--- src/rtl/serial_arith_pkg.sv ---
// Shared definitions for the bit-serial adder/subtractor: FSM states,
// legal width range and bit-counter sizing.
package serial_arith_pkg;

  typedef enum logic [1:0] {
    IDLE = 2'd0,
    RUN  = 2'd1,
    DONE = 2'd2
  } state_e;

  localparam int WIDTH_MIN = 2;
  localparam int WIDTH_MAX = 64;

  function automatic int cnt_w(input int w);
    return (w <= 2) ? 1 : $clog2(w);
  endfunction

endpackage

--- src/rtl/serial_adder_if.sv ---
// Operand/result bundle of the serial adder: start handshake, operands in,
// registered result and status out.
interface serial_adder_if #(
  parameter int WIDTH = 8
);
  logic             start;
  logic             sub;
  logic [WIDTH-1:0] a;
  logic [WIDTH-1:0] b;
  logic             busy;
  logic             done;
  logic [WIDTH-1:0] sum;
  logic             carry_out;
  logic             overflow;

  modport master (
    output start, sub, a, b,
    input  busy, done, sum, carry_out, overflow
  );

  modport slave (
    input  start, sub, a, b,
    output busy, done, sum, carry_out, overflow
  );
endinterface

--- src/rtl/serial_adder_fa_bit.sv ---
// One-bit combinational full-adder slice.
module fa_bit (
  input  logic a,
  input  logic b,
  input  logic cin,
  output logic s,
  output logic cout
);
  assign s    = a ^ b ^ cin;
  assign cout = (a & b) | (a & cin) | (b & cin);
endmodule

--- src/rtl/serial_adder.sv ---
// Bit-serial two's-complement adder/subtractor: one full-adder slice and a
// registered carry walk the operands LSB first, result returned in parallel.
module serial_adder
  import serial_arith_pkg::*;
#(
  parameter int WIDTH = 8
) (
  input logic           clk,
  input logic           rst_n,
  serial_adder_if.slave bus
);

  localparam int CW = cnt_w(WIDTH);
  localparam logic [CW-1:0] LAST = CW'(WIDTH - 1);

  if (WIDTH < WIDTH_MIN || WIDTH > WIDTH_MAX) begin : g_bad_width
    $error("serial_adder: WIDTH out of supported range");
  end

  state_e           state_q, state_d;
  logic [WIDTH-1:0] sa_q, sa_d;
  logic [WIDTH-1:0] sb_q, sb_d;
  logic [WIDTH-1:0] sr_q, sr_d;
  logic [WIDTH-1:0] sum_q, sum_d;
  logic [CW-1:0]    cnt_q, cnt_d;
  logic             carry_q, carry_d;
  logic             cout_q, cout_d;
  logic             ovf_q, ovf_d;
  logic             s_bit, c_next;

  fa_bit u_fa (
    .a    (sa_q[0]),
    .b    (sb_q[0]),
    .cin  (carry_q),
    .s    (s_bit),
    .cout (c_next)
  );

  always_comb begin
    state_d = state_q;
    sa_d    = sa_q;
    sb_d    = sb_q;
    sr_d    = sr_q;
    sum_d   = sum_q;
    cnt_d   = cnt_q;
    carry_d = carry_q;
    cout_d  = cout_q;
    ovf_d   = ovf_q;
    case (state_q)
      RUN: begin
        sa_d    = sa_q >> 1;
        sb_d    = sb_q >> 1;
        sr_d    = {s_bit, sr_q[WIDTH-1:1]};
        carry_d = c_next;
        cnt_d   = cnt_q + 1'b1;
        if (cnt_q == LAST) begin
          state_d = DONE;
          sum_d   = {s_bit, sr_q[WIDTH-1:1]};
          cout_d  = c_next;
          // carry_q here is the carry into the MSB slice
          ovf_d   = carry_q ^ c_next;
        end
      end
      default: begin
        state_d = IDLE;
        if (bus.start) begin
          // subtraction is a + ~b + 1: the +1 rides in as the initial carry
          sa_d    = bus.a;
          sb_d    = bus.sub ? ~bus.b : bus.b;
          carry_d = bus.sub;
          cnt_d   = '0;
          state_d = RUN;
        end
      end
    endcase
  end

  always_ff @(posedge clk or negedge rst_n) begin
    if (!rst_n) begin
      state_q <= IDLE;
      sa_q    <= '0;
      sb_q    <= '0;
      sr_q    <= '0;
      sum_q   <= '0;
      cnt_q   <= '0;
      carry_q <= 1'b0;
      cout_q  <= 1'b0;
      ovf_q   <= 1'b0;
    end else begin
      state_q <= state_d;
      sa_q    <= sa_d;
      sb_q    <= sb_d;
      sr_q    <= sr_d;
      sum_q   <= sum_d;
      cnt_q   <= cnt_d;
      carry_q <= carry_d;
      cout_q  <= cout_d;
      ovf_q   <= ovf_d;
    end
  end

  assign bus.busy      = (state_q == RUN);
  assign bus.done      = (state_q == DONE);
  assign bus.sum       = sum_q;
  assign bus.carry_out = cout_q;
  assign bus.overflow  = ovf_q;

endmodule

--- src/flat_wrapper.sv ---
// flat-port wrapper written by rule: the top's interface ports become plain ports
module serial_adder_flat import serial_arith_pkg::*;
#(
  parameter int WIDTH = 8
)
  (clk, rst_n, bus_start, bus_sub, bus_a, bus_b, bus_busy, bus_done, bus_sum, bus_carry_out, bus_overflow);
  serial_adder_if #(.WIDTH(WIDTH)) bus_i ();
  input logic clk;
  input logic rst_n;
  input wire logic [$bits(bus_i.start)-1:0] bus_start;
  input wire logic [$bits(bus_i.sub)-1:0] bus_sub;
  input wire logic [$bits(bus_i.a)-1:0] bus_a;
  input wire logic [$bits(bus_i.b)-1:0] bus_b;
  output wire logic [$bits(bus_i.busy)-1:0] bus_busy;
  output wire logic [$bits(bus_i.done)-1:0] bus_done;
  output wire logic [$bits(bus_i.sum)-1:0] bus_sum;
  output wire logic [$bits(bus_i.carry_out)-1:0] bus_carry_out;
  output wire logic [$bits(bus_i.overflow)-1:0] bus_overflow;
  assign bus_i.start = bus_start;
  assign bus_i.sub = bus_sub;
  assign bus_i.a = bus_a;
  assign bus_i.b = bus_b;
  assign bus_busy = bus_i.busy;
  assign bus_done = bus_i.done;
  assign bus_sum = bus_i.sum;
  assign bus_carry_out = bus_i.carry_out;
  assign bus_overflow = bus_i.overflow;
  serial_adder #(.WIDTH(WIDTH)) u_core (.clk(clk), .rst_n(rst_n), .bus(bus_i));
endmodule
--- config.mk ---
export PLATFORM = sky130hd
export DESIGN_NAME = serial_adder_flat
export DESIGN_NICKNAME = d
export VERILOG_FILES = /design/src/rtl/serial_arith_pkg.sv /design/src/rtl/serial_adder_if.sv /design/src/rtl/serial_adder_fa_bit.sv /design/src/rtl/serial_adder.sv /design/src/flat_wrapper.sv
export SDC_FILE = /design/constraint.sdc
export NUM_CORES = 1
export LEC_CHECK = 0
export ABC_AREA = 1
export CAP_MARGIN = 20
export CORE_UTILIZATION = 35
export CTS_CLUSTER_DIAMETER = 120
export CTS_CLUSTER_SIZE = 20
export DETAILED_ROUTE_END_ITERATION = 16
export SLEW_MARGIN = 20
export SYNTH_ARGS = -nofsm -noshare
export SYNTH_HDL_FRONTEND = slang
export SYNTH_SLANG_ARGS = --single-unit
--- constraint.sdc ---
create_clock -name clk -period 1.25 [get_ports clk]
set_clock_uncertainty 0.05 [all_clocks]
set_input_delay 0.125 -clock clk [delete_from_list [all_inputs] [get_ports clk]]
set_output_delay 0.125 -clock clk [all_outputs]
set_load 0.01 [all_outputs]
Word level (Yosys, flattened, before mapping)
Index checks and enable logic that the tools add are counted.

word-level totals
  bits of input ports = 20
  logic and storage cells = 37
  output and inout port bits = 12
  register bits = 40

cells by class
  equality and inequality tests = 4
  reduce and logical (&&, ||, !) cells = 2
  add/sub/neg operators = 1
  bitwise logic cells = 9
  muxes and demuxes = 12

operators with widths
  operator                                              count
  two-way mux 8 bit                                     5
  NOT 8 bit                                             1
  two-way mux 3 bit                                     2
  two-way mux 2 bit                                     2
  adder 3 x 1 -> 3 bit (second input constant)          1
  bitwise AND 1 bit                                     3
  equality test 3 bit (second input constant)           1
  two-way mux 1 bit                                     3
  bitwise XOR 1 bit                                     3
  equality test 2 x 1 -> 1 bit (second input constant)  1
  equality test 2 bit (second input constant)           1
  != test 2 x 1 -> 1 bit (second input constant)        1
  OR 1 bit                                              2
  AND reduction 2 bit                                   1
  nonzero test 2 bit                                    1

Depth between registers and ports, before layout
  depth in word-level cells = 4
  mapped depth = 6
  mapped depth without buffers = 6

By module
A second synthesis with hierarchy kept.

unflattened totals
  cell total of the unflattened synthesis = 213
  area total of the unflattened synthesis = 1853.0 sq um

modules (own cells, without submodules)
  module        seq. area each (sq um)  cells an instance  instances  area an instance (sq um)
  serial_adder  975.9                   212                1          1833.0
  fa_bit        0.0                     1                  1          20.0

Least setup slack after synthesis
OpenSTA, ideal clock, no wires.

  kind = register -> register
  from = register u_core.cnt_q[0]
  to = register u_core.sum_q[1] (netlist: u_core.bus.sum[1])
  clock period less this slack = 1.306 ns
  data required time = 1.079 ns
  cell stages (with the launch flop) = 6
  slack = -0.056 ns
  library setup time = 0.121 ns
  data arrival time = 1.135 ns
  buffers on the path = 1
  cell sequence = dfrtp_1 -> ha_1 -> ha_1 -> nand2_2 -> buf_2 -> o21ai_1

between the ends
  longest elaborated chain between the ends = 2

RTL lines
  element                               RTL line            RTL
  start: declaration                    serial_adder.sv:25  logic [CW-1:0] cnt_q, cnt_d;
  start signal: assignment              serial_adder.sv:95  cnt_q <= cnt_d;
  equality test 3 bit                   serial_adder.sv:56  if (cnt_q == LAST) begin
  AND reduction 2 bit (no source line)  n/a
  end signal: assignment                serial_adder.sv:94  sum_q <= sum_d;
  end: declaration                      serial_adder.sv:24  logic [WIDTH-1:0] sum_q, sum_d;

No other way between the ends.
A chain may end at the register's enable or synchronous reset.

Worst setup path after layout
  from = register u_core.cnt_q[0]
  to = register u_core.sum_q[7] (netlist: u_core.bus.sum[7])

The elaborated chain is that of the path after synthesis.

==> flow_results.org <==
** Cells and area
- Post-Route Utilization :: 51.7%
- Area of the multi-input gates :: 703 um^2
- Once layout is done, the placed cells without fillers occupy 2480 um^2.
- Excluding fillers, the count of instances in the completed layout stands at 331.
- Across the whole layout, storage elements account for 976 um^2.
- Net total in the final layout :: 288
- Number of antenna diodes :: 0
- Fillers :: 469
- Fraction of final layout cells sized beyond drive strength 1 :: 18.9%
- Compared with the post-synthesis result, the final layout area differs by 40.5%.

** Critical path
- For the worst flop-to-flop path, the logic depth is 7.
- Endpoint arrival time on the critical path :: 1380 ps
- The critical path in this run is classified as register to register.
- Critical register-to-register path startpoint :: u_core.cnt_q[0]
- STA classifies the critical path endpoint as a register.
- Crit path max fanout :: 9
- R2R Setup Slk :: -10 ps
- STA puts the critical path data required time at 1370 ps.
- Endpoint of the lowest-slack register-to-register path :: u_core.bus.sum[7]
- STA classifies the critical path startpoint as a register.

** Yosys
- Top cells by area, synth :: sky130_fd_sc_hd__dfrtp_1 55%, sky130_fd_sc_hd__nand2_1 18%, sky130_fd_sc_hd__nand3_1 9.9%
- Compound-cell area share of the yosys netlist :: 4.76%
- The share of synthesized area in the top cell type comes to 55.4%.
- Mapped cell area :: 1760 um^2
- Largest area contributor in the netlist :: sky130_fd_sc_hd__dfrtp_1
- Simple-Gate Fraction of Synth Area :: 29.0%
- Synthesized area divided by synthesized cell count :: 8.32 um^2
- Adder-cell area share of the yosys netlist :: 2.56%
- Number of standard cells after synthesis :: 212
- Sequential elements use 55.4% of the synthesized area.
- XOR/XNOR share of the synthesized area :: 0.994%
- Largest family of logic cells by synthesized area :: simple AND/OR/NAND/NOR gates
- Synthesis produced a netlist with a net count of 235.
- Count of state elements after synthesis :: 39
- Post-synthesis mux area share :: 0%
- The netlist uses 19 different library cells.
- Synthesis warning total :: 0

** Placement
- Placed Instances :: 315
- The congestion estimate from routability-driven global placement came to 0.748.
- Count of input and output buffers :: 31
- HPWL reported at the end of detailed placement :: 2420 um
- The placed instances occupy a cell area of 2250 um^2.

** Power
- The internal power of the cells totals 3.20 mW.
- Comb pwr share :: 44.0%
- The analysis attributes to net switching a power of 1.76 mW.
- The share of total power dissipated in sequential elements is 40.3%.
- Sw frac :: 35.4%
- For this design the static power due to leakage is 1.27 nW.
- IR analysis of the VDD net gives a maximum drop of 0.000676 V.
- Power per Cell Area :: 2000 nW/um^2
- Power share of the clock group :: 15.6%
- Overall power consumption after layout is estimated at 4.96 mW.

** Timing
- The number of pins with negative max-slew slack in the final report was 0.
- Final critical-path setup slack :: -11.2 ps
- Final hold violation count :: 0
- Ratio of final minimum period to clock period :: 101%
- Post-layout minimum cycle time :: 1260 ps
- Measured against its own limit, the worst slew margin works out to 85.6%.
- At the pin with the least slew margin, the transition time is 215 ps.
- WHS :: 291 ps
- Setup violations remaining at the end of the flow were counted as 10.
- Setup repair after global routing missed its margin :: true
- Highest achievable clock rate :: 793 MHz

** Die
- Chip height :: 73.0 um
- The floorplan step set the die width to 73.0 um.
- Placement row count :: 25
- For this design the top-level I/O count stands at 32.
- Area of the placeable core :: 4790 um^2
- The initial utilization of the core area, before any placement, comes to 36.8%.
- Overall die area :: 5320 um^2

** Run
- Across the run, the number of max-cap violations was 0.

** Routing
- DRT Pass-1 Iters :: 4
- The routed design has 3820 um of wire.
- The detailed router finished its first iteration with 80 violations.
- Dividing the detail-routed via count by the number of cells gives 4.63.
- Total vias in the final route :: 1532
- Dividing the detail-routed wire length by the instance count gives 11.5 um.
- Post-DRT Antenna Nets :: 0
- In the routed design, unresolved DRC markers number 0.

** Global routing
- The via count of the first global-routing pass is 1439.
- The first global-routing pass estimated 6270 um of wire.
- In the global route stage, overall resource usage came out at 15.6%.
- Summed over all layers, the global routing overflow is 0.
- Pin count of the biggest net entering global routing :: 40
- The number of antenna violations at the first check in global routing is 0.

** Clock network
- After clock tree synthesis, the clock-pin slew on the worst setup and hold paths is 70 ps.
- Root cell of the clock tree :: sky130_fd_sc_hd__clkbuf_8
- Worst-skew pair later-pin latency :: 280 ps
- In this run, CTS created clock tree buffers numbering 5.
- TritonCTS built the clock tree.
- Max clock buf depth :: 2
- The clock drives 39 sinks.
- In this run the number of H-tree levels came out at 2.

** Outcome
- The flow ran to the end, but the final reports show violations.
- Violations in the final reports :: negative setup slack

** Hold path
- Class of the worst hold path :: input port to async pin
==> worst max-delay path by stage <==
stage	startpoint	endpoint	slack [ps]	depth (start not counted)
finish	u_core.cnt_q[0]	u_core.bus.sum[7]	-10	7
global route	u_core.cnt_q[0]	u_core.bus.sum[3]	-100	7
CTS	u_core.cnt_q[0]	u_core.bus.sum[7]	-10	7
detailed placement	bus_start	u_core.sa_q[6]	-30	6
global placement	bus_start	u_core.sb_q[3]	-20	6
floorplan	u_core.cnt_q[0]	u_core.bus.sum[1]	4	5
==> worst max-delay path, stage by stage, from the launching register on <==
cell and delay, ps:
sky130_fd_sc_hd__dfrtp_1 370, sky130_fd_sc_hd__ha_2 200, sky130_fd_sc_hd__ha_4 140, sky130_fd_sc_hd__nand2_4 50
sky130_fd_sc_hd__buf_6 120, sky130_fd_sc_hd__buf_12 130, sky130_fd_sc_hd__nand2_1 50, sky130_fd_sc_hd__o21ai_1 50
==> power groups by stage <==
stage	Sequential, mW	Clock [mW]	Combinational [mW]
floorplan	2.02	0	1.04
global placement	1.99	0	1.82
detailed placement	2.01	0	1.86
CTS	1.99	0.794	1.99
global route	2.05	0.841	2.43
finish	2.00	0.776	2.18
==> state kept, by name, summed over array words and instances, names as in the netlist <==
signal                flops
u_core.sb_q               8
u_core.carry_q            1
u_core.state_q            2
u_core.cnt_q              3
u_core.sa_q               8
u_core.bus.sum            8
u_core.sr_q               7
u_core.bus.carry_out      1
u_core.bus.overflow       1
==> layout by cell type (no fill, tap or decap), drive strengths merged, types with 4 or more instances in the layout <==
| master | instances |
|---|---|
| buf | 25 |
| dlygate4sd2 | 10 |
| dfrtp | 39 |
| inv | 20 |
| nand2 | 84 |
| nor2 | 4 |
| nand3 | 35 |
| clkdlybuf4s50 | 18 |
| clkbuf | 7 |
| o21ai | 14 |
==> final cells by class <==
cell class,count,area share [%]
Sequential cell,39,39.4
Multi-Input combinational cell,144,28.4
Tap cell,67,3.39
Timing Repair Buffer,55,22.7
Inverter,20,3.13
Clock buffer,6,2.93
==> stage by stage <==
stage | setup WS, ps | setup TNS (ps)
after floorplan | 3.52 | 0
after global placement | -25.0 | -192
after detailed placement | -25.7 | -131
after CTS | -13.9 | -77.8
after global routing | -98.1 | -679
final | -11.2 | -51.5
==> cell usage after synthesis (all sizes together) <==
| cell | n |
|---|---|
| ha | 2 |
| a21oi | 2 |
| nor2 | 4 |
| dfrtp | 39 |
| xor2 | 2 |
| clkbuf | 1 |
| o21ai | 14 |
| nand2 | 84 |
| fa | 1 |
| nand3 | 35 |
| buf | 8 |
| inv | 20 |
==> layer usage <==
layer | global-route usage [%] | wire, um | vias to the layer above
li1 | - | - | 770
met4 | 5.88 | 29 | 0
met2 | 27.9 | 1910 | 35
met5 | 0 | 0 | -
met1 | 18.0 | 1770 | 723
met3 | 3.73 | 111 | 4
==> cells by family (layout without fill, tap and decap cells) <==
logic type,after synthesis,after routing
compound gates,16,16
xor+xnor,2,2
fa+ha+maj,3,3
buf+inv,29,81
flops,39,39
simple gates,123,123
==> repair_timing <==
item	in CTS	in global routing
hold endpoints to repair	39	0
hold buffers	1	0
setup endpoints to repair	23	31
setup buffers	4	4
resized for setup	29	11
pin swaps	5	4
cloned	1	1
(Power assumes the default switching activity.)
